**config.mk**
```make
export PLATFORM = sky130hd
export DESIGN_NAME = lsu_mem_arbiter
export DESIGN_NICKNAME = d
export VERILOG_FILES = /design/src/rtl/lsu_mem_arbiter.sv
export SDC_FILE = /design/constraint.sdc
export NUM_CORES = 1
export LEC_CHECK = 0
export CAP_MARGIN = 30
export CORE_ASPECT_RATIO = 1.2
export CORE_MARGIN = 3
export CORE_UTILIZATION = 43
export DETAILED_ROUTE_END_ITERATION = 16
export GPL_ROUTABILITY_DRIVEN = 0
export PLACE_DENSITY = 0.82
export SYNTH_ARGS = -nofsm -noshare
export SYNTH_HDL_FRONTEND = slang
export SYNTH_SLANG_ARGS = --single-unit
```
**constraint.sdc**
```tcl
create_clock -name clk -period 2.3 [get_ports clk]
set_input_delay 0.46 -clock clk [delete_from_list [all_inputs] [get_ports clk]]
set_output_delay 0.46 -clock clk [all_outputs]
set_load 0.02 [all_outputs]
```
**src/rtl/lsu_mem_arbiter.sv**
```systemverilog
// Two-master arbiter sharing one memory port between the LSU and an external master.
// One access in flight at a time; alternating priority on contention; timeout abort sets a sticky err.
module lsu_mem_arbiter #(
    parameter int unsigned TIMEOUT = 16
) (
    input  logic        clk,
    input  logic        rst,
    input  logic        core_cs,
    input  logic        core_wr,
    input  logic [3:0]  core_mask,
    input  logic [31:0] core_addr,
    input  logic [31:0] core_wdata,
    output logic        core_stall,
    output logic [31:0] core_rdata,
    input  logic        ext_req,
    input  logic        ext_wr,
    input  logic [3:0]  ext_mask,
    input  logic [31:0] ext_addr,
    input  logic [31:0] ext_wdata,
    output logic        ext_done,
    output logic [31:0] ext_rdata,
    output logic        mem_cs,
    output logic        mem_wr,
    output logic [3:0]  mem_mask,
    output logic [31:0] mem_addr,
    output logic [31:0] mem_wdata,
    input  logic        mem_ack,
    input  logic [31:0] mem_rdata,
    output logic        err,
    output logic [2:0]  dbg_state
);

    typedef enum logic [2:0] {
        IDLE      = 3'd0,
        CORE_BUSY = 3'd1,
        CORE_DONE = 3'd2,
        EXT_BUSY  = 3'd3,
        EXT_DONE  = 3'd4
    } state_t;

    localparam logic       GRANT_CORE = 1'b0;
    localparam logic       GRANT_EXT  = 1'b1;
    localparam logic [7:0] WAIT_LIMIT = 8'(TIMEOUT - 1);

    // Handshakes: the core holds core_cs low with stable fields until it sees
    // core_stall low (one cycle, data in core_rdata); the external master holds
    // ext_req high with stable fields until ext_done pulses (data in ext_rdata).
    // Requests still asserted during a DONE cycle are treated as new requests.

    state_t      state, state_next;
    logic        last_grant;
    logic [7:0]  wait_cnt;
    logic        issue, issue_ext, finish, abort, busy;
    logic [31:0] resp_data;

    assign busy       = (state == CORE_BUSY) || (state == EXT_BUSY);
    assign core_stall = !core_cs && (state != CORE_DONE);
    assign ext_done   = (state == EXT_DONE);
    assign dbg_state  = state;

    always_comb begin
        state_next = state;
        issue      = 1'b0;
        issue_ext  = 1'b0;
        finish     = 1'b0;
        abort      = 1'b0;
        resp_data  = '0;
        case (state)
            IDLE: begin
                // Core wins unless the external master is also waiting and the core went last.
                if (!core_cs && (!ext_req || last_grant == GRANT_EXT)) begin
                    issue      = 1'b1;
                    state_next = CORE_BUSY;
                end else if (ext_req) begin
                    issue      = 1'b1;
                    issue_ext  = 1'b1;
                    state_next = EXT_BUSY;
                end
            end
            CORE_BUSY, EXT_BUSY: begin
                if (mem_ack) begin
                    finish    = 1'b1;
                    resp_data = mem_wr ? mem_rdata : 32'h0;
                end else if (wait_cnt == WAIT_LIMIT) begin
                    abort = 1'b1;
                end
                if (finish || abort) begin
                    state_next = (state == CORE_BUSY) ? CORE_DONE : EXT_DONE;
                end
            end
            CORE_DONE, EXT_DONE: state_next = IDLE;
            default:             state_next = IDLE;
        endcase
    end

    always_ff @(posedge clk) begin
        if (!rst) begin
            state      <= IDLE;
            mem_cs     <= 1'b1;
            mem_wr     <= 1'b1;
            mem_mask   <= '0;
            mem_addr   <= '0;
            mem_wdata  <= '0;
            core_rdata <= '0;
            ext_rdata  <= '0;
            err        <= 1'b0;
            wait_cnt   <= '0;
            last_grant <= GRANT_EXT;
        end else begin
            state <= state_next;
            if (issue) begin
                mem_cs     <= 1'b0;
                mem_wr     <= issue_ext ? ext_wr    : core_wr;
                mem_mask   <= issue_ext ? ext_mask  : core_mask;
                mem_addr   <= issue_ext ? ext_addr  : core_addr;
                mem_wdata  <= issue_ext ? ext_wdata : core_wdata;
                wait_cnt   <= '0;
                last_grant <= issue_ext ? GRANT_EXT : GRANT_CORE;
            end else if (finish || abort) begin
                mem_cs <= 1'b1;
                if (state == CORE_BUSY) begin
                    core_rdata <= resp_data;
                end else begin
                    ext_rdata <= resp_data;
                end
                if (abort) begin
                    err <= 1'b1;
                end
            end else if (busy) begin
                wait_cnt <= wait_cnt + 8'd1;
            end
        end
    end

endmodule

```
# Word-level counts from Yosys, hierarchy flattened

Index checks and enable logic that the tools add are counted.

Register bits: 147
Word-level logic and storage cells: 67
Output and inout bits: 140
Input port bits: 175

Bitwise logic cells: 4
Eq/ne operators: 7
Add/sub/neg operators: 1
Reductions and logical operators: 17
Muxes and demuxes: 27

Operators with widths:

| cell                  | number |
|---|---|
| $mux W32              | 5 |
| $mux W1               | 16 |
| $mux W3               | 4 |
| $reduce_and A3 Y1     | 3 |
| $add A8 B1 Y8 const B | 1 |
| $eq A8 B4 Y1 const B  | 1 |
| $pmux W3 S2           | 1 |
| $logic_or A1 B1 Y1    | 4 |
| $mux W4               | 1 |
| $not A1 Y1            | 4 |
| $reduce_and A2 Y1     | 2 |
| $reduce_or A2 Y1      | 2 |
| $eq A3 B1 Y1 const B  | 1 |
| $eq A3 B2 Y1 const B  | 1 |
| $eq A3 B3 Y1 const B  | 1 |
| $logic_not A3 Y1      | 1 |
| $ne A3 B2 Y1 const B  | 1 |
| $ne A3 B3 Y1 const B  | 1 |
| $logic_and A1 B1 Y1   | 2 |
| $logic_not A1 Y1      | 2 |
| $ne A2 B2 Y1 const B  | 1 |
| $reduce_bool A2 Y1    | 1 |

# Longest topological paths before layout

Gate-level depths: netlist (run 1).

Depth in word-level cells: 8
Gate-level depth with buffers: 7
Depth with buffers taken out: 4

# Worst setup path after synthesis (run 1)

OpenSTA, ideal clock, no wires.

Path type: register to output
Start point: register state[2] (netlist: dbg_state[2])
End point: output port ext_done
Buffers on the path: 1
Arrival: 1.261 ns
Path slack: 0.579 ns
Cell stages (with the launch flop): 3
Required time: 1.840 ns
Cell sequence: dfxtp_1 -> buf_2 -> nor3b_1

Word-level cells in the longest chain between the ends: 1

RTL lines:

| element                  | line | RTL |
|---|---|---|
| start: declaration       | 50   | `state_t state, state_next;` |
| start signal: assignment | 110  | `state <= state_next;` |
| $eq A3 B3 Y1             | 58   | `assign ext_done = (state == EXT_DONE);` |
| end: declaration         | 20   | `output logic ext_done,` |

No other way between the ends.

# Worst setup path in the final report (run 1)

Start point: register state[1] (netlist: dbg_state[1])
End point: output port ext_done

The elaborated chain is that of the path after synthesis.

==> results of run 1 <==
metal layers:
| layer | global-route usage | vias up | part of all wire |
|---|---|---|---|
| li1 | - | 3707 | - |
| met1 | 0.326 | 3675 | 0.38 |
| met2 | 0.432 | 432 | 0.47 |
| met3 | 0.0888 | 59 | 0.11 |
| met4 | 0.122 | 2 | 0.039 |
| met5 | 0 | - | 0.00042 |
layout make-up:
| class | instances | area share |
|---|---|---|
| flip-flops and latches | 147 | 0.268 |
| clock buffers | 22 | 0.0449 |
| inverters | 2 | 0.000910 |
| repair buffers | 342 | 0.316 |
| diodes | 1 | 0.000228 |
| multi-input cells | 508 | 0.334 |
| well taps | 212 | 0.0241 |
| clock inverters | 8 | 0.0114 |
what timing repair did:
| action | 4_1_cts | 5_1_grt |
|---|---|---|
| gates cloned | 0 | 0 |
| buffers inserted | 0 | 0 |
| endpoints found under the setup margin | 2 | 1 |
| gates resized for setup | 1 | 2 |
power groups by stage:
stage	clock network (mW)	registers, mW	logic, mW
finish	2.90	2.96	2.67
global route	3.03	2.99	2.84
CTS	2.94	2.96	2.66
detailed placement	0	3.01	2.65
global placement	0	3.00	2.63
floorplan	0	3.29	1.22
registers in the layout, summed over array words and instances (netlist names), 3 cells and up:
signal / flops
ext_rdata: 32
core_rdata: 32
mem_addr: 32
wait_cnt: 8
dbg_state: 3
mem_mask: 4
mem_wdata: 32
logic make-up after synthesis:
logic type	synth area share
and+or+nand+nor	0.111
buffers and inverters	0.0801
muxes	0.00698
DFF	0.411
AOI/OAI and AO/OA	0.390
adders and majority gates	0.00175
path summary, 6_finish.rpt:
check,startpoint,end,slack (ns),cells after the start
min reg2reg,err,err,0.49,2
max,dbg_state[1],ext_done,0.12,2
min,err,err,0.49,2
max reg2reg,wait_cnt[0],ext_rdata[15],0.30,5
worst min-delay path, stage by stage (launching register included):
cell and delay, ns:
dfxtp_1 0.33, a31oi_1 0.04, nor2_1 0.08
through the flow:
stage                     area, um^2   util  setup WS, ns
final                          11000  0.676         0.117
after CTS                      11000  0.675        0.0386
after detailed placement       10400  0.637         0.163
after global placement         10400  0.637         0.189
after global routing           11000  0.676        0.0415
after floorplan                 7170      -         0.579
synthesized netlist by cell type (4+ instances only):
cell / count / area [um^2]
dfxtp_1: 147 / 2940
a311oi_1: 132 / 1160
a21oi_1: 74 / 370
nand4_1: 70 / 438
a31oi_1: 65 / 407
clkbuf_1: 61 / 229
o31ai_1: 40 / 300
buf_2: 39 / 195
nand2_1: 34 / 128
o31ai_2: 30 / 375
buf_1: 14 / 52.6
o211ai_1: 8 / 60.1
buf_6: 6 / 67.6
mux2i_1: 5 / 50.1
nand3_1: 5 / 25.0
a211o_1: 4 / 35.0
==> impl_metrics.ini, run 1 <==
[route]
ant_nets = 0
drt-total-wl_um = 25900
vias_per_cell = 6.34
vias = 7875
wl_per_cell_um = 20.9
drc = 0
first_pass_iters = 5
drt_iter0_markers = 701

[grt]
grt_use_total = 0.270
grt_pass1_vias = 7377
antenna_found_initial = 1
grt_max_degree = 119
grt-ovfl-total = 0
grt_pass1_wl_um = 39200

[cells_and_area]
fill_cells = 1281
drive_above_1_share = 0.103
fin_nets = 1194
layout_commonest_cell = clkdlybuf4s50_1
syn_to_final_growth_pct = 53.4
layout_common_cells = clkdlybuf4s50_1, dfxtp_1, a311oi_1, a21oi_1, nand4_1
multi_input_area_mm2 = 0.00368
seq_area_mm2 = 0.00295
stdcell_count = 1242

[floorplan]
io_pins = 315
coreArea_mm2 = 0.0163
die-area_mm2 = 0.0183
start_util = 0.441
die_h_um = 147
fp-row-count = 51
die_w_um = 124

[clocking]
cts_root_buf = clkbuf_16
htreeDepth = 4
cts_buffers = 17
hold_buffers = 0
clkSinkCount = 147
clock_latency_ns = 0.41
path_clk_slew_ns = 0.06
cts_tree = built
max-clock-path-buffers = 2

[synth]
yosysWarnings = 0
ys_seq_area_frac = 0.411
syn_nets = 956
synthDistinctLibCells = 45
async_flop_share = 0
ys.flop_type = dfxtp_1
ys_ff_latch = 147
synth_edf_count = 0
synth_area_mm2 = 0.00717
postSynthCellCount = 780
avgSynthCellArea_um2 = 9.19

[setup_path]
crit_type = reg -> out
path_max_fanout = 10
worstPathRequired_ns = 1.84
arrival_ns = 1.72
path_cells = nor3b_1 > clkdlybuf4s50_1
critical_path.endpoint_type = primary output
path_buf_inv = 1
cp_slowest_cell = clkdlybuf4s50_1
slowest_delay_ns = 0.63
start_kind = flop
path_delay_family = buffers and inverters

[timing]
worst_slew_pin_slew_ns = 0.826
worst_hold_slack_ns = 0.492
post-route-period-util = 0.949
fmax_ghz = 0.458
final-setup-viol-count = 0
tns_ns = 0
hold_viol_final = 0
rsz0062_at_grt = false
maxSlewHeadroom = 0.449
fin_skew_ns = 0.00771
drv_slew = 0
fin_crit_ns = 2.18

[power]
leakagePower_nw = 3.52
ir_drop_mv = 0.439
intPower_mw = 5.80
power_density_mw_per_mm2 = 776
pwr-share-comb = 0.313
clock_power_share = 0.340
seqPwrFrac = 0.348
total_power_mw = 8.53
switching_power_mw = 2.73
swShare = 0.320

[placement]
io_buffers = 314
dp_hpwl_um = 17400
placed_cells = 1211

[hold_path]
hp-class = reg -> reg

[job]
max_cap_violations = 0

[status]
status = finished, final reports clean
Power figures use the tool's default switching activity.
==> inputs of run 2 (changes only) <==
Clock period 2.3 ns to 2.1 ns, I/O delays scaled along.
==> impl_metrics.ini, run 2 (same netlist as run 1, synthesis figures left out) <==
[hold_path]
hold_path_depth = 3
hold_end = mem_addr[27]
hp-class = in -> reg
min_from = ext_req

[floorplan]
die_w_um = 124
die-area_mm2 = 0.0183
io_pins = 315
coreArea_mm2 = 0.0163
fp-row-count = 51
start_util = 0.441
die_h_um = 147

[timing]
hold_viol_final = 0
fin_skew_ns = 0.00620
rsz0062_at_grt = false
tns_ns = 0
post-route-period-util = 0.970
worst_slack_ns = 0.0628
final-setup-viol-count = 0
worst_hold_slack_ns = 0.433
fin_crit_ns = 2.04
worst_slew_pin_slew_ns = 0.533
maxSlewHeadroom = 0.645
drv_slew = 0
fmax_ghz = 0.491

[grt]
grt_max_degree = 77
grt_use_total = 0.277
antenna_found_initial = 1
grt_pass1_vias = 7554
grt_pass1_wl_um = 40200
grt-ovfl-total = 0

[cells_and_area]
syn_to_final_growth_pct = 54.8
layout_common_cells = clkdlybuf4s50_1, dfxtp_1, a311oi_1, a21oi_1, nand4_1
insertedDiodeCount = 0
fin_nets = 1204
drive_above_1_share = 0.110
layout_commonest_cell = clkdlybuf4s50_1
post-route-util = 0.682

[clocking]
htreeDepth = 4
cts_root_buf = clkbuf_16
cts_buffers = 17
path_clk_slew_ns = 0.06
max-clock-path-buffers = 2
clock_latency_ns = 0.41
cts_tree = built
clkSinkCount = 147

[route]
first_pass_iters = 5
drc = 0
drt-total-wl_um = 26200
ant_nets = 0
drt_iter0_markers = 582
vias = 7929
wl_per_cell_um = 20.9
vias_per_cell = 6.33

[setup_path]
crit_type = reg -> out
path_max_fanout = 7
critical_path.endpoint_type = primary output
reg2reg_to = mem_wdata[13]
cp_slowest_cell = clkdlybuf4s50_1
slowest_delay_ns = 0.69
path_delay_family = buffers and inverters
path_buf_inv = 1
rr_worst_depth = 5
path_cells = clkdlybuf4s50_1
worstPathRequired_ns = 1.68
r2r_slack_ns = 0.33
start_kind = flop
arrival_ns = 1.62
r2r-start = dbg_state[0]

[placement]
io_buffers = 314
dp_hpwl_um = 18000
dp_slack_ns = 0.0288

[job]
max_cap_violations = 0

[power]
power_density_mw_per_mm2 = 832
leakagePower_nw = 3.59
ir_drop_mv = 0.512

[status]
status = finished, final reports clean
==> run 2: changes by cell type in the layout (fill, tap and decap cells not counted), moves of 2 or more <==
cell	delta
buf_12	+6
buf_4	+4
clkdlybuf4s50_1	-3
dlygate4sd2_1	+3
clkbuf_1	+2
clkbuf_8	-2
clkinv_2	+2
==> run 2: per-stage QoR <==
stage	power [mW]	cells	area (um^2)
final	9.23	1252	11100
after global routing	9.63	1252	11100
after CTS	9.28	1252	11100
after detailed placement	6.29	1221	10500
after global placement	6.25	1221	10500
after floorplan	4.93	780	7170
==> run 2: what timing repair did <==
action | CTS | global route
hold buffers | 0 | 0
setup buffers | 0 | 0
resized for setup | 4 | 0
setup endpoints to repair | 3 | 0
endpoints found under the hold margin | 0 | 0
==> run 2: worst max path at each step <==
stage | startpoint | end | slack [ns] | cells after the start
global route | dbg_state[1] | dbg_state[1] | 0.003 | 1
finish | dbg_state[1] | dbg_state[1] | 0.06 | 1
detailed placement | core_cs | mem_addr[14] | 0.03 | 6
floorplan | dbg_state[1] | mem_addr[16] | 0.39 | 7
global placement | core_cs | core_stall | 0.08 | 3
CTS | dbg_state[1] | dbg_state[1] | 0.03 | 1
==> run 2: layout make-up <==
| class | instances | area (um^2) |
|---|---|---|
| clock buffer | 22 | 474 |
| clock inverter | 9 | 105 |
| sequential | 147 | 2940 |
| tap | 212 | 265 |
| inverter | 2 | 10.0 |
| fill | 1265 | 5180 |
| timing repair buffer | 352 | 3620 |
| multi-input combinational | 508 | 3680 |
==> run 2: metal layers <==
metal | vias to the layer above | track usage | wire length (um)
li1 | 3726 | - | -
met1 | 3767 | 0.318 | 9680
met2 | 373 | 0.445 | 12600
met3 | 61 | 0.106 | 2910
met4 | 2 | 0.137 | 1040
met5 | - | 0 | 11
==> run 2: power breakdown <==
part | total [mW] | switching [mW] | internal (mW) | leakage, nW
Combinational | 3.02 | 1.69 | 1.33 | 2.12
Sequential | 3.24 | 0.168 | 3.07 | 1.20
Clock | 2.97 | 1.14 | 1.83 | 0.274
Total | 9.23 | 3.00 | 6.24 | 3.59
